==> src/rtl/div_pkg.sv <==
// div_pkg: shared state encoding and sizing helpers for the sequential divider
package div_pkg;

    typedef enum logic [1:0] {IDLE, BUSY, DONE} state_t;

    localparam int MAX_WIDTH = 32;

    function automatic int cnt_w(input int w);
        return (w > 1) ? $clog2(w) : 1;
    endfunction

    function automatic logic [MAX_WIDTH-1:0] min_val(input int w);
        return {{(MAX_WIDTH-1){1'b0}}, 1'b1} << (w - 1);
    endfunction

endpackage

==> src/rtl/div_restore_step.sv <==
// div_restore_step: one restoring-division row, shift in a dividend bit and trial-subtract the divisor
module div_restore_step #(
    parameter int WIDTH = 8
) (
    input  logic [WIDTH-1:0] i_rem,
    input  logic             i_bit,
    input  logic [WIDTH-1:0] i_dvs,
    output logic [WIDTH-1:0] o_rem,
    output logic             o_qbit
);

    logic [WIDTH:0] w_shift;
    logic [WIDTH:0] w_trial;

    assign w_shift = {i_rem, i_bit};
    assign w_trial = w_shift - {1'b0, i_dvs};
    assign o_qbit  = ~w_trial[WIDTH];
    assign o_rem   = o_qbit ? w_trial[WIDTH-1:0] : w_shift[WIDTH-1:0];

endmodule

==> src/rtl/seq_divider.sv <==
// seq_divider: iterative signed/unsigned restoring divider, one quotient bit per clock
module seq_divider
    import div_pkg::*;
#(
    parameter int WIDTH = 8
) (
    input  logic             clk,
    input  logic             rst_n,
    input  logic             in_valid,
    output logic             in_ready,
    input  logic [WIDTH-1:0] a,
    input  logic [WIDTH-1:0] b,
    input  logic             is_signed,
    output logic             out_valid,
    input  logic             out_ready,
    output logic [WIDTH-1:0] q,
    output logic [WIDTH-1:0] r,
    output logic             dbz,
    output logic             ovf
);

    localparam int               CW  = cnt_w(WIDTH);
    localparam logic [WIDTH-1:0] MIN = WIDTH'(min_val(WIDTH));

    state_t           r_state;
    state_t           w_next;
    logic [WIDTH-1:0] r_rem;
    logic [WIDTH-1:0] r_dvd;
    logic [WIDTH-1:0] r_dvs;
    logic [WIDTH-1:0] r_q;
    logic [WIDTH-1:0] r_r;
    logic [CW-1:0]    r_cnt;
    logic             r_sign_q;
    logic             r_sign_r;
    logic             r_dbz;
    logic             r_ovf;
    logic [WIDTH-1:0] w_rem_nx;
    logic [WIDTH-1:0] w_q_nx;
    logic [WIDTH-1:0] w_abs_a;
    logic [WIDTH-1:0] w_abs_b;
    logic             w_qbit;
    logic             w_accept;
    logic             w_dbz;
    logic             w_ovf;
    logic             w_last;

    assign w_accept = (r_state == IDLE) && in_valid;
    assign w_dbz    = (b == '0);
    assign w_ovf    = is_signed && (a == MIN) && (b == '1);
    assign w_abs_a  = (is_signed && a[WIDTH-1]) ? -a : a;
    assign w_abs_b  = (is_signed && b[WIDTH-1]) ? -b : b;
    assign w_last   = (r_cnt == '0);
    assign w_q_nx   = {r_dvd[WIDTH-2:0], w_qbit};

    assign q   = r_q;
    assign r   = r_r;
    assign dbz = r_dbz;
    assign ovf = r_ovf;

    div_restore_step #(.WIDTH(WIDTH)) u_step (
        .i_rem  (r_rem),
        .i_bit  (r_dvd[WIDTH-1]),
        .i_dvs  (r_dvs),
        .o_rem  (w_rem_nx),
        .o_qbit (w_qbit)
    );

    // Next-state selection and handshake outputs; flagged cases skip the iteration
    always_comb begin
        w_next    = r_state;
        in_ready  = 1'b0;
        out_valid = 1'b0;
        case (r_state)
            IDLE: begin
                in_ready = 1'b1;
                if (in_valid) w_next = (w_dbz || w_ovf) ? DONE : BUSY;
            end
            BUSY: if (w_last) w_next = DONE;
            DONE: begin
                out_valid = 1'b1;
                if (out_ready) w_next = IDLE;
            end
            default: w_next = IDLE;
        endcase
    end

    // State register
    always_ff @(posedge clk) begin
        if (!rst_n) r_state <= IDLE;
        else        r_state <= w_next;
    end

    // Operand capture, per-cycle restoring step and final sign fix-up
    always_ff @(posedge clk) begin
        if (!rst_n) begin
            r_rem    <= '0;
            r_dvd    <= '0;
            r_dvs    <= '0;
            r_cnt    <= '0;
            r_sign_q <= 1'b0;
            r_sign_r <= 1'b0;
            r_q      <= '0;
            r_r      <= '0;
            r_dbz    <= 1'b0;
            r_ovf    <= 1'b0;
        end else if (w_accept) begin
            r_dbz    <= w_dbz;
            r_ovf    <= w_ovf;
            r_rem    <= '0;
            r_dvd    <= w_abs_a;
            r_dvs    <= w_abs_b;
            r_cnt    <= CW'(WIDTH - 1);
            r_sign_q <= is_signed && (a[WIDTH-1] ^ b[WIDTH-1]);
            r_sign_r <= is_signed && a[WIDTH-1];
            if (w_dbz || w_ovf) begin
                r_q <= w_dbz ? '1 : MIN;
                r_r <= w_dbz ? a : '0;
            end
        end else if (r_state == BUSY) begin
            r_rem <= w_rem_nx;
            r_dvd <= w_q_nx;
            r_cnt <= r_cnt - 1'b1;
            if (w_last) begin
                r_q <= r_sign_q ? -w_q_nx : w_q_nx;
                r_r <= r_sign_r ? -w_rem_nx : w_rem_nx;
            end
        end
    end

endmodule

==> config.mk <==
export PLATFORM = sky130hd
export DESIGN_NAME = seq_divider
export DESIGN_NICKNAME = d
export VERILOG_FILES = /design/src/rtl/div_pkg.sv /design/src/rtl/div_restore_step.sv /design/src/rtl/seq_divider.sv
export SDC_FILE = /design/constraint.sdc
export NUM_CORES = 1
export LEC_CHECK = 0
export BUFFER_PORTS_ARGS = -buffer_cell sky130_fd_sc_hd__buf_2
export CAP_MARGIN = 20
export CELL_PAD_IN_SITES_DETAIL_PLACEMENT = 0
export CELL_PAD_IN_SITES_GLOBAL_PLACEMENT = 1
export CORE_ASPECT_RATIO = 0.8
export CORE_MARGIN = 4
export CORE_UTILIZATION = 43
export DETAILED_ROUTE_END_ITERATION = 6
export PLACE_DENSITY_LB_ADDON = 0.1
export SYNTH_ARGS = -nofsm -noshare
export SYNTH_HDL_FRONTEND = slang
export SYNTH_SLANG_ARGS = --single-unit
==> constraint.sdc <==
create_clock -name clk -period 4.05 [get_ports clk]
set_input_delay 1.215 -clock clk [delete_from_list [all_inputs] [get_ports clk]]
set_output_delay 1.215 -clock clk [all_outputs]
set_load 0.02 [all_outputs]
Yosys cells after proc, flatten, opt, wreduce, memory -nomap -nowiden
Cells that the tools add are included.

storage, ports and cells
  word-level logic and storage cells = 69
  input port bits = 21
  flip-flop bits (word level) = 49

cells by class
  add/sub/neg operators = 6
  bitwise operators = 3
  reductions and logical operators = 15
  equality and inequality tests = 8
  multiplexer cells = 26

operators with widths
  cell                                                    number
  two-way mux 8 bit                                       16
  negation 8 bit                                          4
  equality test 8 bit (second input constant)             2
  subtractor 9 x 8 -> 9 bit                               1
  zero test 8 bit                                         1
  two-way mux 2 bit                                       4
  two-way mux 7 bit                                       1
  logical AND 1 bit                                       6
  two-way mux 3 bit                                       2
  inequality test 2 bit (second input constant)           3
  case mux 2 bit (3 select lines)                         1
  AND reduction 3 bit                                     2
  nonzero test 2 bit                                      2
  zero test 3 bit                                         1
  subtractor 3 x 1 -> 3 bit (second input constant)       1
  equality test 2 x 1 -> 1 bit (second input constant)    1
  equality test 2 bit (second input constant)             1
  zero test 2 bit                                         1
  two-way mux 1 bit                                       2
  inequality test 2 x 1 -> 1 bit (second input constant)  1
  NOT 1 bit                                               2
  OR reduction 2 bit                                      1
  logical OR 1 bit                                        1
  XOR 1 bit                                               1

Longest topological paths before layout
  word-level depth = 7
  depth in mapped cells = 17
  gate-level depth less buffers = 14

Cells and area by module
Synthesis repeated with hierarchy kept, for this count alone.

unflattened totals
  cell total of the unflattened synthesis = 392
  area, all modules = 3123.0 µm²

modules (own cells, without submodules)
  module            seq. area each (µm²)  cells an instance  area each (µm²)  instances
  seq_divider       980.9                 334                2637.5           1
  div_restore_step  0.0                   58                 485.5            1

Worst setup path after synthesis
No wires, ideal clock.

  path kind = register -> register
  start = reg r_dvd[7]
  end = reg r_q[4] (netlist: q[4])
  data required time = 3.964 ns
  clock period less this slack = 3.193 ns
  arrival time = 3.107 ns
  library setup time = 0.086 ns
  stages on the path, launching flop included = 17
  slack = 0.857 ns
  cells stage by stage = dfxtp_1 inv_1 ha_1 inv_1 fa_1 a211oi_4 o211a_1 a221o_1 buf_2 clkbuf_1 buf_2 ha_1 inv_1 o31ai_1 xnor2_1 a21oi_1 a211oi_1

on the way
  cells in the longest elaborated chain, start to end = 7

ends and longest elaborated chain
  element                    RTL line                source
  from (decl)                seq_divider.sv:28       logic [WIDTH-1:0] r_dvd;
  from (signal assigned)     seq_divider.sv:110      r_dvd <= w_abs_a;
  from (signal assigned)     seq_divider.sv:121      r_dvd <= w_q_nx;
  subtractor 9 x 8 -> 9 bit  div_restore_step.sv:16  assign w_trial = w_shift - {1'b0, i_dvs};
  NOT 1 bit                  div_restore_step.sv:17  assign o_qbit = ~w_trial[WIDTH];
  negation 8 bit             seq_divider.sv:124      r_q <= r_sign_q ? -w_q_nx : w_q_nx;
  two-way mux 8 bit          seq_divider.sv:124
  two-way mux 8 bit          seq_divider.sv:123      if (w_last) begin
  two-way mux 8 bit          seq_divider.sv:119      end else if (r_state == BUSY) begin
  two-way mux 8 bit          seq_divider.sv:106      end else if (w_accept) begin
  to (signal assigned)       seq_divider.sv:116      r_q <= w_dbz ? '1 : MIN;
  to (signal assigned)       seq_divider.sv:124
  to (decl)                  seq_divider.sv:30       logic [WIDTH-1:0] r_q;

No other way between the ends. The select of a mux whose other input is x is not followed.
A chain may end at the register's enable or synchronous reset.

Worst setup path after layout
  start = in b[2]
  end = reg r_q[3] (netlist: q[3])

on the way
  cells in the longest elaborated chain, start to end = 5
  elaborated cells between the ends (all ways) = 9
  those cells by class = eq/ne: 2; mux: 3; reduce/logical: 4

ends and longest elaborated chain
  element                                          RTL line            source
  from (decl)                                      seq_divider.sv:12   input logic [WIDTH-1:0] b,
  equality test 8 bit                              seq_divider.sv:49   assign w_ovf = is_signed && (a == MIN) && (b == '1);
  logical AND 1 bit                                seq_divider.sv:49
  logical OR 1 bit                                 seq_divider.sv:115  if (w_dbz || w_ovf) begin
  inequality test 2 x 1 -> 1 bit (no source line)  -
  AND reduction 3 bit (no source line)             -

Several ways; a longest one is shown, not always the timed one. The select of a mux whose other input is x is not followed.

==> results.py <==
metrics = {
    "timing": {
        "min_period_over_period": 0.797,
        "relSlewSlack": 0.336,
        "timing.hold.ws_ps": 461,
        "fmax_mhz": 310,
        "maxSlewViolCount": 0,
        "fin_crit_ps": 3230,
        "rsz0062_at_grt": "no",
        "worst_slew_pin_slew_ps": 992,
        "hold_viol_final": 0,
        "fin_skew_ps": 8.86,
        "finalSetupTns_ps": 0,
        "finalSetupViolations": 0,
    },
    "global_routing": {
        "grt_max_degree": 29,
        "antenna_found_initial": 0,
        "track_usage": 0.189,
        "grt_pass1_wl_mm": 13.8,
        "gr-total-overflow": 0,
        "grt_pass1_vias": 2688,
    },
    "final_layout": {
        "drive_gt1_frac": 0.147,
        "num-nets-final": 478,
        "fillers": 707,
        "stdcell_count": 530,
        "finish.utilization": 0.510,
        "diodes": 0,
        "syn_to_final_growth_pct": 12.1,
        "finalInstanceArea_mm2": 0.00360,
    },
    "critical_path": {
        "crit_path_start_kind": "input pin",
        "crit_type": "in2reg",
        "required_ps": 4250,
        "worstPathArrival_ps": 3430,
        "crit_fanout": 28,
        "end_kind": "flop",
    },
    "pwr": {
        "power.leakage_nw": 1.44,
        "pwr_density_cell_mw_per_mm2": 446,
        "vdd.ir_drop.worst_v": 0.000216,
    },
    "clock_network": {
        "postCtsSetupBuffers": 0,
        "cts_root_buf": "clkbuf_8",
        "htree_levels": 2,
        "worstSkewPairLatency_ps": 300,
        "hold_buffers": 0,
        "cts_tree": "built",
        "cts.sinks": 49,
        "clk_pin_slew_worst_paths_ps": 90,
        "cts_inserted_buffers": 5,
        "post_cts_resized": 0,
        "clk_path_buf_depth": 2,
    },
    "status": {
        "status": "finished clean",
    },
    "synthesis": {
        "syn-cell-area_mm2": 0.00322,
        "syn_area_per_cell_um2": 7.80,
        "ys_seq_elements": 49,
        "synth_cell_types": 54,
        "ys.flop_type": "dfxtp_1",
        "async_flop_share": 0,
        "synth_edf_count": 0,
        "ys_seq_area_frac": 0.305,
        "synthCells": 412,
        "synth_nets": 448,
        "yosys_warnings": 0,
    },
    "routing": {
        "viasPerCell": 5.61,
        "drt_iter0_drc": 161,
        "drt_wl_total_mm": 8.47,
        "wire_per_inst_um": 16.0,
        "first_pass_iters": 7,
        "dr_total_vias": 2972,
        "drc": 0,
        "ant_nets": 0,
    },
    "die": {
        "initial_utilization": 0.455,
        "dieWidth_um": 105,
        "pin_count": 41,
        "core_region_area_mm2": 0.00706,
        "die-area_mm2": 0.00893,
        "rows": 27,
        "dieHeight_um": 85.3,
    },
    "placement": {
        "placed_cells": 522,
        "gp_congestion": 0.780,
        "placed_cell_area_mm2": 0.00348,
        "dp_hpwl_mm": 6.41,
        "portBuffers": 40,
    },
    "worst_hold_path": {
        "hold_path_class": "reg2reg",
    },
    "job": {
        "max_cap_violations": 0,
    },
}
## kinds of logic after synthesis
kind of cell	after synthesis	synth area share
mux	8	0.0249
flops	49	0.305
compound gates	118	0.254
buf+inv	47	0.0580
fa+ha+maj	15	0.0607
simple gates	141	0.203
xor+xnor	34	0.0949
## path summary, 6_finish.rpt
path / from / to / slack, ps / cells after the start
worst max-delay path: b[2] / q[3] / 820 / 9
worst min-delay path: dbz / dbz / 460 / 2
worst max register to register: r_dvd[7] / r[7] / 890 / 11
worst min register to register: dbz / dbz / 460 / 2
## synthesized netlist by cell type (2+ instances only)
cell type	number	area [um2]
nand3_1	11	55.1
o221a_2	2	22.5
o211ai_1	6	45.0
o21ai_0	21	105
a31oi_1	5	31.3
ha_1	14	175
mux2i_1	8	80.1
or4_1	2	15.0
xnor2_1	18	158
a211oi_1	14	105
nand2b_1	5	31.3
inv_1	22	82.6
nand2_1	50	188
a21boi_0	5	37.5
dfxtp_1	49	981
clkbuf_1	16	60.1
xor2_1	15	131
o211a_1	3	30.0
nor2b_1	8	50.1
nor2_1	40	150
a311oi_1	9	78.8
nor3_1	9	45.0
nand3b_1	3	22.5
buf_1	2	7.51
o31ai_1	6	45.0
nor4_1	4	25.0
buf_2	5	25.0
o22ai_1	2	12.5
a21oi_1	33	165
## through the flow
| stage | setup WS, ps | power [mW] |
|---|---|---|
| 2_1_floorplan | 857 | 1.08 |
| 3_5_place_dp | 556 | 1.25 |
| 5_1_grt | 661 | 1.73 |
| 6_report | 824 | 1.61 |
| 3_3_place_gp | 681 | 1.24 |
| 4_1_cts | 888 | 1.62 |
## worst max-delay path, stage by stage
cell and delay (ps):
buf_2 130, nor3_1 300, nand3b_1 180, nor3_1 480, o21ai_0 230, a21oi_2 200
buf_4 310, nand2_1 110, o221a_2 250
## layer usage
metal | vias up | part of all wire | wire length, um | global-route usage
li1 | 1521 | - | - | -
met1 | 1363 | 0.53 | 4470 | 0.287
met2 | 81 | 0.41 | 3510 | 0.283
met3 | 7 | 0.051 | 431 | 0.0327
met4 | 0 | 0.0061 | 52 | 0.0286
met5 | - | 0 | 0 | 0
## registers in the layout, indices dropped and copies added (netlist names)
name / count
r_rem: 8
r_sign_r: 1
r_sign_q: 1
q: 8
r: 8
r_cnt: 3
dbz: 1
r_dvd: 8
ovf: 1
r_state: 2
r_dvs: 8
## layout by cell type, fill, tap and decap left out, drive strengths merged, types with 2 or more instances in the layout
master   n
nand2   50
dfxtp   49
buf     47
nor2    41
a21oi   33
inv     23
o21ai   21
xnor2   18
xor2    16
a211oi  15
ha      14
nand3   11
nor3     9
a311oi   9
mux2i    8
nor2b    8
o211ai   6
o31ai    6
clkbuf   6
a21boi   5
nand2b   5
a31oi    5
nor4     4
o211a    3
nand3b   3
o22ai    2
or4      2
o221a    2
or3      2
## where the power goes
part | switching, mW | internal [mW] | total, mW
logic | 0.401 | 0.259 | 0.661
clock network | 0.167 | 0.201 | 0.368
registers | 0.0503 | 0.529 | 0.580
## final cells by class
type                            count  area, um2  share of cell area
Timing Repair Buffer               47        253              0.0701
Clock inverter                      2       37.5              0.0104
Inverter                           23       86.3              0.0240
Sequential cell                    49        981               0.272
Tap cell                           87        109              0.0302
Multi-Input combinational cell    316       2050               0.570
Clock buffer                        6       82.6              0.0229
Power figures use the tool's default switching activity.
